$ cat config.mk
export PLATFORM = sky130hd
export DESIGN_NAME = instr_prefetch_queue
export DESIGN_NICKNAME = d
export VERILOG_FILES = /design/src/rtl/instr_prefetch_queue.sv
export SDC_FILE = /design/constraint.sdc
export NUM_CORES = 1
export LEC_CHECK = 0
export ABC_AREA = 1
export BUFFER_PORTS_ARGS = -buffer_cell sky130_fd_sc_hd__clkbuf_2
export CORE_UTILIZATION = 50
export CTS_BUF_LIST = sky130_fd_sc_hd__clkbuf_4
export CTS_CLUSTER_DIAMETER = 80
export DETAILED_ROUTE_END_ITERATION = 8
export HOLD_SLACK_MARGIN = 0.12
export PLACE_DENSITY = 0.8
export SKIP_LAST_GASP = 1
export SYNTH_ARGS = -nofsm -noshare
export SYNTH_HDL_FRONTEND = slang
export SYNTH_SLANG_ARGS = --single-unit
export TNS_END_PERCENT = 10
$ cat constraint.sdc
create_clock -name CLK -period 4.82 [get_ports CLK]
set_clock_uncertainty 0.05 [all_clocks]
set_input_delay 0.723 -clock CLK [delete_from_list [all_inputs] [get_ports CLK]]
set_output_delay 0.723 -clock CLK [all_outputs]
set_load 0.01 [all_outputs]
$ cat src/rtl/instr_prefetch_queue.sv
`default_nettype none
`timescale 1ns/1ps
// +--------------------------------------------------------------------------+
// | Module      : instr_prefetch_queue                                        |
// | Description : In-order instruction prefetch queue. Issues sequential      |
// |               word fetches ahead of the core and buffers up to DEPTH      |
// |               returned instructions tagged with their addresses. In-      |
// |               flight fetches are discarded when the core redirects.       |
// | Revision    : 1.0  initial release                                        |
// +--------------------------------------------------------------------------+
// | Parameters : DEPTH     queue entries (power of two, 2..16)                |
// |              RESET_PC  first fetch address after reset                    |
// | Ports      : CLK         clock, rising edge                                |
// |              Reset       synchronous active-low reset                      |
// |              IMemReq     fetch request valid                               |
// |              IMemAddr    fetch word address                                |
// |              IMemGnt     memory accepts the request this cycle             |
// |              IMemRValid  response valid (in request order)                 |
// |              IMemRData   response instruction word                         |
// |              Instr       head instruction (0 when not valid)               |
// |              InstrPC     address of Instr (0 when not valid)               |
// |              InstrValid  head entry valid                                  |
// |              Take        core consumes the head this cycle                 |
// |              Redirect    flush and restart fetch at RedirectPC             |
// |              RedirectPC  new fetch address, bits [1:0] ignored             |
// | Build option: PREFETCH_BYPASS_EN - present a response arriving into an    |
// |               empty queue combinationally in the same cycle.              |
// +--------------------------------------------------------------------------+
module instr_prefetch_queue #(
    parameter int          DEPTH    = 4,
    parameter logic [31:0] RESET_PC = 32'h0000_0000
) (
    input  logic        CLK,
    input  logic        Reset,
    output logic        IMemReq,
    output logic [31:0] IMemAddr,
    input  logic        IMemGnt,
    input  logic        IMemRValid,
    input  logic [31:0] IMemRData,
    output logic [31:0] Instr,
    output logic [31:0] InstrPC,
    output logic        InstrValid,
    input  logic        Take,
    input  logic        Redirect,
    input  logic [31:0] RedirectPC
);

    localparam int                 c_PTR_W   = $clog2(DEPTH);
    localparam int                 c_CNT_W   = c_PTR_W + 1;
    localparam int                 c_SUM_W   = c_CNT_W + 2;
    localparam logic [c_SUM_W-1:0] c_DEPTH_S = c_SUM_W'(DEPTH);
    localparam logic [31:0]        c_ALIGN   = 32'hFFFF_FFFC;

    logic [31:0]        r_fifo_pc   [DEPTH];
    logic [31:0]        r_fifo_data [DEPTH];
    logic [c_PTR_W-1:0] r_rd_ptr;
    logic [c_PTR_W-1:0] r_wr_ptr;
    logic [c_CNT_W-1:0] r_count;
    logic [c_CNT_W-1:0] r_outst;
    logic [c_CNT_W-1:0] r_discard;
    logic [31:0]        r_fetch_pc;
    logic [31:0]        r_resp_pc;

    logic [c_SUM_W-1:0] w_credit_used;
    logic               w_issue;
    logic               w_resp_take;
    logic               w_resp_drop;
    logic               w_fifo_valid;
    logic               w_pop;
    logic               w_push;
    logic               w_bypass;
    logic [31:0]        w_redirect_pc;

    // Every request reserves a slot until its response is pushed, dropped or
    // consumed, so the FIFO can never overflow.
    assign w_credit_used = c_SUM_W'(r_count) + c_SUM_W'(r_outst) + c_SUM_W'(r_discard);
    assign IMemReq       = Reset & ~Redirect & (w_credit_used < c_DEPTH_S);
    assign IMemAddr      = r_fetch_pc;
    assign w_issue       = IMemReq & IMemGnt;

    // Stale responses (from before a redirect) are counted off by r_discard;
    // a response in the redirect cycle itself is stale too.
    assign w_resp_take   = Reset & IMemRValid & ~Redirect & (r_discard == '0);
    assign w_resp_drop   = IMemRValid & (r_discard != '0);

    assign w_fifo_valid  = (r_count != '0);
    assign w_pop         = Take & w_fifo_valid & ~Redirect;
    assign w_redirect_pc = RedirectPC & c_ALIGN;

`ifdef PREFETCH_BYPASS_EN
    // Response into an empty queue is shown directly; if taken in the same
    // cycle it never enters the FIFO.
    assign w_bypass = w_resp_take & (r_count == '0);
    assign w_push   = w_resp_take & ~(w_bypass & Take);
`else
    assign w_bypass = 1'b0;
    assign w_push   = w_resp_take;
`endif

    always_comb begin
        InstrValid = 1'b0;
        Instr      = '0;
        InstrPC    = '0;
        if (w_fifo_valid) begin
            InstrValid = 1'b1;
            Instr      = r_fifo_data[r_rd_ptr];
            InstrPC    = r_fifo_pc[r_rd_ptr];
        end else if (w_bypass) begin
            InstrValid = 1'b1;
            Instr      = IMemRData;
            InstrPC    = r_resp_pc;
        end
    end

    // Queue storage needs no reset: entries are only visible through r_count.
    always_ff @(posedge CLK) begin
        if (Reset && w_push) begin
            r_fifo_pc[r_wr_ptr]   <= r_resp_pc;
            r_fifo_data[r_wr_ptr] <= IMemRData;
        end
    end

    always_ff @(posedge CLK) begin
        if (!Reset) begin
            r_rd_ptr   <= '0;
            r_wr_ptr   <= '0;
            r_count    <= '0;
            r_outst    <= '0;
            r_discard  <= '0;
            r_fetch_pc <= RESET_PC & c_ALIGN;
            r_resp_pc  <= RESET_PC & c_ALIGN;
        end else if (Redirect) begin
            r_rd_ptr   <= '0;
            r_wr_ptr   <= '0;
            r_count    <= '0;
            r_outst    <= '0;
            // Everything still in flight becomes stale, less any response
            // arriving (and dropped) right now.
            r_discard  <= r_discard + r_outst - c_CNT_W'(IMemRValid);
            r_fetch_pc <= w_redirect_pc;
            r_resp_pc  <= w_redirect_pc;
        end else begin
            if (w_issue) begin
                r_fetch_pc <= r_fetch_pc + 32'd4;
            end
            if (w_resp_take) begin
                r_resp_pc <= r_resp_pc + 32'd4;
            end
            if (w_resp_drop) begin
                r_discard <= r_discard - 1'b1;
            end
            if (w_push) begin
                r_wr_ptr <= r_wr_ptr + 1'b1;
            end
            if (w_pop) begin
                r_rd_ptr <= r_rd_ptr + 1'b1;
            end
            r_outst <= r_outst + c_CNT_W'(w_issue) - c_CNT_W'(w_resp_take);
            r_count <= r_count + c_CNT_W'(w_push) - c_CNT_W'(w_pop);
        end
    end

endmodule
`default_nettype wire

; ---- Word level (Yosys, flattened, before mapping)
; Memories as Yosys holds them, arrays and structs flattened. A register that Yosys moved wholly into a read port is not among the register bits.
; Index checks and enable logic that the tools add are counted.
[totals]
elab_cells = 59
ramBits = 256
memories = 2
ff_bits = 77
in_bits = 70
out_inout_bits = 98
[memory_table]
columns = memory, depth, word_bits, rd, rd_ports_with_merged_regs, write_ports, line
row1 = r_fifo_data, 4, 32, 1, 1, 1, 55  ; logic [31:0] r_fifo_data [DEPTH];
row2 = r_fifo_pc, 4, 32, 1, 1, 1, 54  ; logic [31:0] r_fifo_pc [DEPTH];
[op_classes]
n_bitwise = 11
addsub = 13
magnitude_cmp = 1
reduce_logical = 8
muxes = 15
[ops]
columns = op, count
row1 = two-way mux 32 bit, 6
row2 = adder 32 x 3 -> 32 bit (second input constant), 2
row3 = AND 1 bit, 9
row4 = subtractor 3 x 1 -> 3 bit, 3
row5 = two-way mux 2 bit, 4
row6 = adder 3 x 1 -> 3 bit, 2
row7 = two-way mux 3 bit, 2
row8 = nonzero test 2 bit, 3
row9 = nonzero test 3 bit, 2
row10 = adder 4 x 3 -> 5 bit, 1
row11 = < comparator 5 x 3 -> 1 bit (second input constant), 1
row12 = adder 2 x 1 -> 2 bit (second input constant), 2
row13 = adder 3 x 3 -> 4 bit, 1
row14 = adder 3 bit, 1
row15 = zero test 3 bit, 1
row16 = two-way mux 1 bit, 3
row17 = subtractor 3 x 1 -> 3 bit (second input constant), 1
row18 = inverter 1 bit, 2
row19 = OR reduction 2 bit, 1
row20 = logical AND 1 bit, 1

; ---- Depth between registers and ports, before layout
; Gate-level depths: netlist (run 1).
[logic_depth]
ltp_word = 7
depth_mapped = 18
ltp_nobuf = 16

; ---- Least setup slack after synthesis (run 1)
; OpenSTA, ideal clock, no wires.
[synth_timing]
kind = input port to flip-flop
start = input port Redirect
end = memory r_fifo_data[0][0], enable pin
setup_ns = 0.482
path_slack_ns = 0.281
path_stages = 7
path_buffers = 2
arrival_ns = 4.007
required_ns = 4.288
path_cell_list = buf_6 -> inv_6 -> nand2_4 -> nor2_1 -> inv_1 -> clkbuf_1 -> nor2_1
[synth_via]
elab_chain_cells = 6
[synth_lines]
columns = element, line
row1 = from (decl), 44  ; input logic Redirect,
row2 = inverter 1 bit, 83  ; assign w_resp_take = Reset & IMemRValid & ~Redirect & (r_discard == '0);
row3 = AND 1 bit (2 in a row), 83
row4 = logical AND 1 bit, 117  ; if (Reset && w_push) begin
row5 = two-way mux 1 bit, 117
row6 = two-way mux 1 bit (not written as such), 119  ; r_fifo_data[r_wr_ptr] <= IMemRData;
row7 = to (decl), 55
; Every way passes these cells.

==> qor.yml, run 1 <==
outcome: "completed"
dieHeight_um: 173.6
die_w_um: 173.6
cts_hold_buf: 0
dpl.hpwl_um: 23080
maxSlewViolCount: 0
p_leak_nw: 6.548
routed_via_density: 5.296
wire_per_inst_um: 16.22
wl_um: 35810
critPathCaptureType: "primary output"
die_area_mm2: 0.03012
cts_root_buf: "clkbuf_4"
syn_area_per_cell_um2: 9.379
arrival_ps: 3030
period_minus_slack_ps: 3803
track_usage_pct: 23.99
finalPower_mw: 5.787
synth_seq_cells: 323
cp-start-kind: "flip-flop"
setup_viol: 0
globalRoute.totalOverflow: 0
vias: 11693
cp_max_fo: 104
io_pins: 168
irDropWorstVdd_uv: 163.2
cts_tree: "built"
ant_nets: 0
antenna_found_initial: 1
synth_top_cell_area_share_pct: 50.61
synth_area_mm2: 0.01472
netlist_top_cells_area: "edfxtp_1, dfxtp_1, nor2_1, nand2_1, o21ai_0"
port_buffers: 161
cts_max_level: 3
clk_latency_ps: 690
cts_resized: 0
area_growth_pct: 15.06
syn_inst: 1569
final_util_pct: 58.67
drc: 0
dpl_cell_area_mm2: 0.01587
hold_path.class: "input port to flip-flop"
place.gp.congestion: 0.8973
drtIter0Drc: 1021
ys_warn_count: 0
nets: 1853
synth_sequential_area_ratio_pct: 60.81
first_pass_iters: 5
ys_types: 45
numCtsBuffers: 82
start_util_pct: 50.99
clk_pin_slew_ps: 60
hold_violations: 0
cts_sinks: 323
num_rows: 62
slew_headroom_pct: 22.23
grt_pass1_wl_um: 57420
required_ps: 4050
reg2reg_slack_ps: 1080
grt_start_max_net_pins: 105
worst_pin_slew_ps: 1167
rsz0062_at_grt: "no"
clock_path_buffers: 3
grt_pass1_vias: 11493
coreArea_mm2: 0.02886
critical_path_class: "flip-flop to primary output"
fin_crit_sh_pct: 78.91
post_route_cells_drive_above_1_share_pct: 17.99
timing.setup.tns_ps: 0
synth_top_area_cell: "edfxtp_1"
max_freq_mhz: 262.9
timing.max_cap.violations: 0
fin_area_mm2: 0.01693
cellPowerDensity_mw_per_mm2: 341.8
postCtsSetupRepairBufs: 0
==> layer usage <==
| metal | GRT usage [%] | routed length (um) |
|---|---|---|
| met1 | 31.31 | 14880 |
| met5 | 0 | 0 |
| met3 | 4.561 | 2950 |
| met2 | 39.78 | 17360 |
| met4 | 8.997 | 619 |
==> path summary, 6_finish.rpt <==
| path | from | end | cells past startpoint |
|---|---|---|---|
| max | flip-flop | InstrPC[20] | 6 |
| min | IMemRData[1] | r_fifo_data[1][1] | 1 |
| max reg2reg | r_count[1] | r_outst[2] | 14 |
| min reg2reg | r_rd_ptr[1] | flip-flop | 2 |
==> area by class of cell <==
class,instances,area (um^2)
Fill cell,2542,11930
Sequential cell,323,8954
Multi-Input combinational cell,1073,5090
Timing Repair Buffer,179,965.9
Clock buffer,114,855.8
Tap cell,384,480.5
Inverter,101,384.1
Clock inverter,33,198.9
Antenna cell,1,2.502
==> logic make-up after synthesis <==
logic type               synth area share (%)
AO/OA/AOI/OAI                           10.67
other                                 0.02548
AND/OR/NAND/NOR                         19.51
buffers and inverters                   4.940
adder cells (fa/ha/maj)                 2.262
XOR/XNOR                                1.786
flip-flops                              60.81
==> where the power goes <==
group / switching [mW] / internal [mW]
clock: 1.07 / 1.21
combinational: 0.240 / 0.138
sequential: 0.0752 / 3.06
==> cells in the mapped netlist (all sizes together) <==
master  count
inv       101
a21oi     123
buf        26
dfxtp      75
a31oi       5
nor2      357
conb        1
a211oi      2
a22oi       1
a21boi     14
o21ai     144
nand4       2
nand2     280
or2         3
xnor2      15
nor3       12
o22ai       2
o211ai      1
o21a        1
o31ai       1
nand3      53
fa          6
xor2       15
a21o        1
o21bai      1
edfxtp    248
nand3b     12
ha         17
clkbuf     49
o32ai       1
==> stage by stage <==
step	setup slack, ps	hold slack, ps	instances
CTS	1006	143.4	2207
global placement	1156	391.6	2060
finish	1017	193.3	2208
detailed placement	1074	405.1	2060
floorplan	280.5	385.8	1572
global route	784.1	152.5	2208
==> placed cells by master (no fill, tap or decap), drive strengths merged, types with 28 or more instances in the layout <==
cell type,count
nor2,357
nand2,280
clkbuf,275
edfxtp,248
o21ai,144
a21oi,123
inv,101
dfxtp,75
nand3,53
clkinv,28
==> worst max-delay path, cell delays in order, from the launching register on <==
cell	delay, ps
dfxtp_4	500
buf_4	870
nor2_1	130
nor2_1	130
o21ai_0	110
a21oi_1	340
clkbuf_2	200
==> flip-flops by register name, indices dropped and copies added, names as in the netlist, named ones only <==
name	count
IMemAddr	30
r_count	3
r_discard	3
r_fifo_data	128
r_fifo_pc	120
r_outst	3
r_rd_ptr	2
r_resp_pc	30
r_wr_ptr	2
Power figures use the tool's default switching activity.
==> inputs of run 2 (changes only) <==
- clock period: 4.82 -> 3.4 ns (I/O delays scaled with it)
==> qor.yml, run 2 (synthesis results as in run 1) <==
rsz0062_at_grt: "no"
port_buffers: 161
dpl.hpwl_um: 22180
wl_um: 35780
cts_max_level: 3
largest_reg_flops: 128
rr_endpoint: "r_outst[2]"
numCtsBuffers: 80
nFillCells: 2368
setup_viol: 0
outcome: "completed"
slew_headroom_pct: 27.31
io_pins: 168
max_freq_mhz: 307.5
fin_crit_sh_pct: 95.66
post_route_cells_drive_above_1_share_pct: 18.04
min_to: "r_outst[1]"
cts_root_buf: "clkbuf_4"
critical-path-slowest-cell: "fa_1"
clk_pin_slew_ps: 70
start_util_pct: 50.99
regMostFlops: "r_fifo_data"
cpMostUsedCell: "inv_1"
reg2reg_depth: 13
grt_pass1_vias: 11559
cellPowerDensity_mw_per_mm2: 475.5
layout_commonest_cell: "nor2_1"
drtIter0Drc: 852
top_usage_layer: "met2"
grtUsageMet1_pct: 30.21
worstPathCellList: "inv_1 -> fa_1 -> a21oi_2 -> fa_2 -> a211oi_4 -> nand2_1 -> inv_1 -> clkbuf_2"
final_cell_mix: "nor2_1, nand2_1, edfxtp_1, clkbuf_2, o21ai_0"
cts_sinks: 323
worstReg2RegStart: "r_outst[1]"
dieHeight_um: 173.6
timing.max_cap.violations: 0
critical_path_class: "flip-flop to primary output"
irDropWorstVdd_uv: 224.1
drc: 0
num_rows: 62
reg2reg_slack_ps: 170
die_w_um: 173.6
die_area_mm2: 0.03012
critPathCaptureType: "primary output"
pwr-share-seq_pct: 53.2
nets: 1903
routed_via_density: 5.272
p_leak_nw: 6.809
p_switching_mw: 1.980
internal_power_mw: 6.358
globalRoute.totalOverflow: 0
first_pass_iters: 5
clock_path_buffers: 3
coreArea_mm2: 0.02886
hold_violations: 0
p_comb_share_pct: 7.1
arrival_ps: 2690
area_growth_pct: 19.17
hp-start: "Reset"
required_ps: 2840
hold_slack_ps: 172.0
swShare_pct: 23.75
period_minus_slack_ps: 3252
cp-start-kind: "flip-flop"
cp_max_fo: 2
vias: 11910
wire_per_inst_um: 15.84
place.gp.congestion: 0.9080
cts_tree: "built"
track_usage_pct: 23.84
maxSlewViolCount: 0
timing.setup.tns_ps: 0
crit_start: "r_outst[1]"
met3_usage_pct: 4.934
use_met2_pct: 40.50
clk_latency_ps: 680
grt_start_max_net_pins: 75
max_stage_delay_ps: 520
p_clk_share_pct: 39.7
antenna_found_initial: 1
holdPathStages: 3
grt_pass1_wl_um: 57050
ant_nets: 0
hold_path.class: "input port to flip-flop"
top_regs: "r_fifo_data (128), r_fifo_pc (120)"
worst_pin_slew_ps: 1089
-- run 2: changes by cell type in the layout (fill, tap and decap cells not counted), moves of 2 or more --
cell,delta
dlygate4sd3_1,+44
buf_12,+6
clkinv_2,-3
clkinvlp_4,-3
buf_4,+2
clkinv_1,+2
dfxtp_1,-2
dfxtp_2,+2
fa_1,-2
fa_2,+2
-- run 2: power by group through the flow --
| stage | Combinational [mW] | Sequential, mW | Clock (mW) |
|---|---|---|---|
| 3_3_place_gp | 0.513 | 4.51 | 0 |
| 3_5_place_dp | 0.535 | 4.52 | 0 |
| 2_1_floorplan | 0.337 | 4.50 | 0 |
| 4_1_cts | 0.580 | 4.43 | 3.37 |
| 6_report | 0.590 | 4.44 | 3.31 |
| 5_1_grt | 0.658 | 4.45 | 3.57 |
-- run 2: what timing repair did --
item / CTS / global route
setup endpoints to repair: 0 / 3
gates resized for setup: 0 / 5
endpoints found under the hold margin: 140 / 0
buffers inserted: 0 / 2
hold buffers: 44 / 0
-- run 2: worst max-delay path by stage --
stage	endpoint	slack [ps]	depth (start not counted)
2_1_floorplan	r_fifo_data[0][0]	-930	8
3_3_place_gp	r_outst[2]	140	13
3_5_place_dp	r_outst[2]	60	13
4_1_cts	IMemReq	5	8
5_1_grt	r_outst[2]	10	13
6_report	IMemReq	150	8
-- run 2: worst max-delay path: cells and delay by family, from the launching register on --
kind | cells | cell delay [ps]
simple gates | 1 | 80
compound gates | 2 | 350
flops | 1 | 330
fa+ha+maj | 2 | 1000
buf+inv | 3 | 250
-- run 2: cell type report --
class	count	area, um^2	area share (%)
diodes	1	2.502	0.01427
clock buffers	114	855.8	4.880
clock inverters	32	216.5	1.234
inverters	101	384.1	2.191
multi-input cells	1073	5099	29.08
flip-flops and latches	323	8956	51.07
well taps	384	480.5	2.740
repair buffers	231	1541	8.791
-- run 2: metal layers --
metal,vias to the layer above,wire (um)
li1,5796,-
met3,59,3000
met4,0,659
met1,5560,14750
met2,495,17370
met5,-,0
-- run 2: stage by stage --
| step | setup slack [ps] | util, % | std cells | cell area [um^2] | power, mW |
|---|---|---|---|---|---|
| 2_1_floorplan | -934.2 | - | 1572 | 14730 | 4.835 |
| 5_1_grt | 10.92 | 60.77 | 2259 | 17540 | 8.675 |
| 6_report | 147.7 | 60.77 | 2259 | 17540 | 8.338 |
| 4_1_cts | 5.212 | 60.67 | 2256 | 17510 | 8.380 |
| 3_3_place_gp | 140.0 | 55.42 | 2066 | 15990 | 5.028 |
| 3_5_place_dp | 55.49 | 55.42 | 2066 | 15990 | 5.056 |
==> inputs of run 3 (changes only) <==
- BUFFER_PORTS_ARGS: -buffer_cell sky130_fd_sc_hd__clkbuf_2 -> not set
- DONT_BUFFER_PORTS: not set -> 1
- PLACE_DENSITY: 0.8 -> 0.75
==> qor.yml, run 3 (synthesis results as in run 1) <==
maxSlewViolCount: 0
irDropWorstVdd_uv: 190.7
grt_pass1_wl_um: 56320
start_util_pct: 50.99
p_leak_nw: 6.149
dpl.hpwl_um: 21180
num_rows: 62
layout_commonest_cell: "nor2_1"
outcome: "completed"
track_usage_pct: 23.79
critPathCaptureType: "flip-flop"
die_area_mm2: 0.03012
rsz0062_at_grt: "no"
cts_max_level: 3
routed_via_density: 5.379
antenna_found_initial: 1
cp_max_fo: 2
wire_per_inst_um: 16.95
cts_sinks: 323
ant_nets: 0
fin_area_mm2: 0.01686
wl_um: 35880
regMostFlops: "r_fifo_data"
cellPowerDensity_mw_per_mm2: 484.5
largest_reg_flops: 128
cts_root_buf: "clkbuf_4"
first_pass_iters: 5
final_cell_mix: "nor2_1, nand2_1, edfxtp_1, o21ai_0, a21oi_1"
clock_path_buffers: 3
drc: 0
grt_start_max_net_pins: 81
max_freq_mhz: 312.2
setup_viol: 0
required_ps: 3970
multi_input_area_mm2: 0.005099
top_regs: "r_fifo_data (128), r_fifo_pc (120)"
hold_slack_ps: 216.3
clk_latency_ps: 710
grt_pass1_vias: 11221
numCtsBuffers: 82
cp-start-kind: "flip-flop"
critical_path_class: "flip-flop to flip-flop"
vias: 11388
die_w_um: 173.6
reg2reg_slack_ps: 200
period_minus_slack_ps: 3204
hold_path.class: "input port to flip-flop"
post_route_cells_drive_above_1_share_pct: 10.51
area_growth_pct: 14.57
nets: 1762
arrival_ps: 3770
worst_pin_slew_ps: 849.5
dpl_cell_area_mm2: 0.01514
ff_latch_area_mm2: 0.008954
hold_violations: 0
fin_crit_sh_pct: 94.22
timing.max_cap.violations: 0
place.gp.congestion: 0.9157
nFillCells: 2481
slew_headroom_pct: 43.37
coreArea_mm2: 0.02886
dieHeight_um: 173.6
clk_pin_slew_ps: 70
drtIter0Drc: 846
io_pins: 168
globalRoute.totalOverflow: 0
port_buffers: 0
timing.setup.tns_ps: 0
cts_tree: "built"
## run 3: cell types whose count changed in the layout (fill, tap and decap cells not counted), sizes merged, moves of 2 or more
cell | previous run | this run
buf | 26 | 23
bufinv | 3 | 0
clkbuf | 275 | 118
clkinv | 28 | 25
clkinvlp | 0 | 2
dlygate4sd3 | 44 | 65
## run 3: power by group
part | switching [mW] | total [mW] | internal, mW
sequential | 0.118 | 4.45 | 4.33
clock | 1.58 | 3.19 | 1.62
combinational | 0.322 | 0.524 | 0.202
## run 3: timing repair
| action | in CTS | in global routing |
|---|---|---|
| endpoints found under the setup margin | 0 | 2 |
| hold buffers | 66 | 0 |
| gates resized for setup | 0 | 4 |
| endpoints found under the hold margin | 199 | 0 |
| buffers inserted | 0 | 1 |
## run 3: worst paths after layout
path,startpoint,endpoint,cells after the start
max,r_count[1],r_outst[2],13
min,Redirect,IMemAddr[22],5
max reg2reg,r_count[1],r_outst[2],13
min reg2reg,r_rd_ptr[1],r_rd_ptr[1],2
## run 3: stage by stage
| stage | power [mW] | utilization (%) | std cells | setup WS, ps |
|---|---|---|---|---|
| after floorplan | 4.835 | - | 1572 | -934.2 |
| final | 8.169 | 58.42 | 2117 | 196.5 |
| after global placement | 4.939 | 52.47 | 1902 | 136.2 |
| after global routing | 8.523 | 58.42 | 2117 | 26.91 |
| after CTS | 8.238 | 58.36 | 2115 | 28.46 |
| after detailed placement | 4.957 | 52.47 | 1902 | 64.68 |
## run 3: per-layer routing
metal  global-route usage (%)  vias up  wire length, um
met5                        0        -                0
met4                    9.218        0              862
met3                    6.031       75             3249
met2                    39.42      471            17120
met1                    29.96     5332            14650
li1                         -     5510                -
## run 3: worst max-delay path: stages (launching register included)
cell and delay, ps:
dfxtp_1 330, inv_1 60, fa_1 500, a21oi_2 160, fa_2 470, a211oi_4 200, nand3_2 110, ha_1 270
inv_1 60, ha_1 120, inv_1 50, fa_2 330, or2_2 290, a21oi_1 130
## run 3: final cells by class
class                   count  area share [%]
repair buffers             88           5.403
inverters                 101           2.278
multi-input cells        1073           30.24
clock buffers             118           5.254
clock inverters            29          0.8534
well taps                 384           2.850
flip-flops and latches    323           53.11
diodes                      1         0.01484
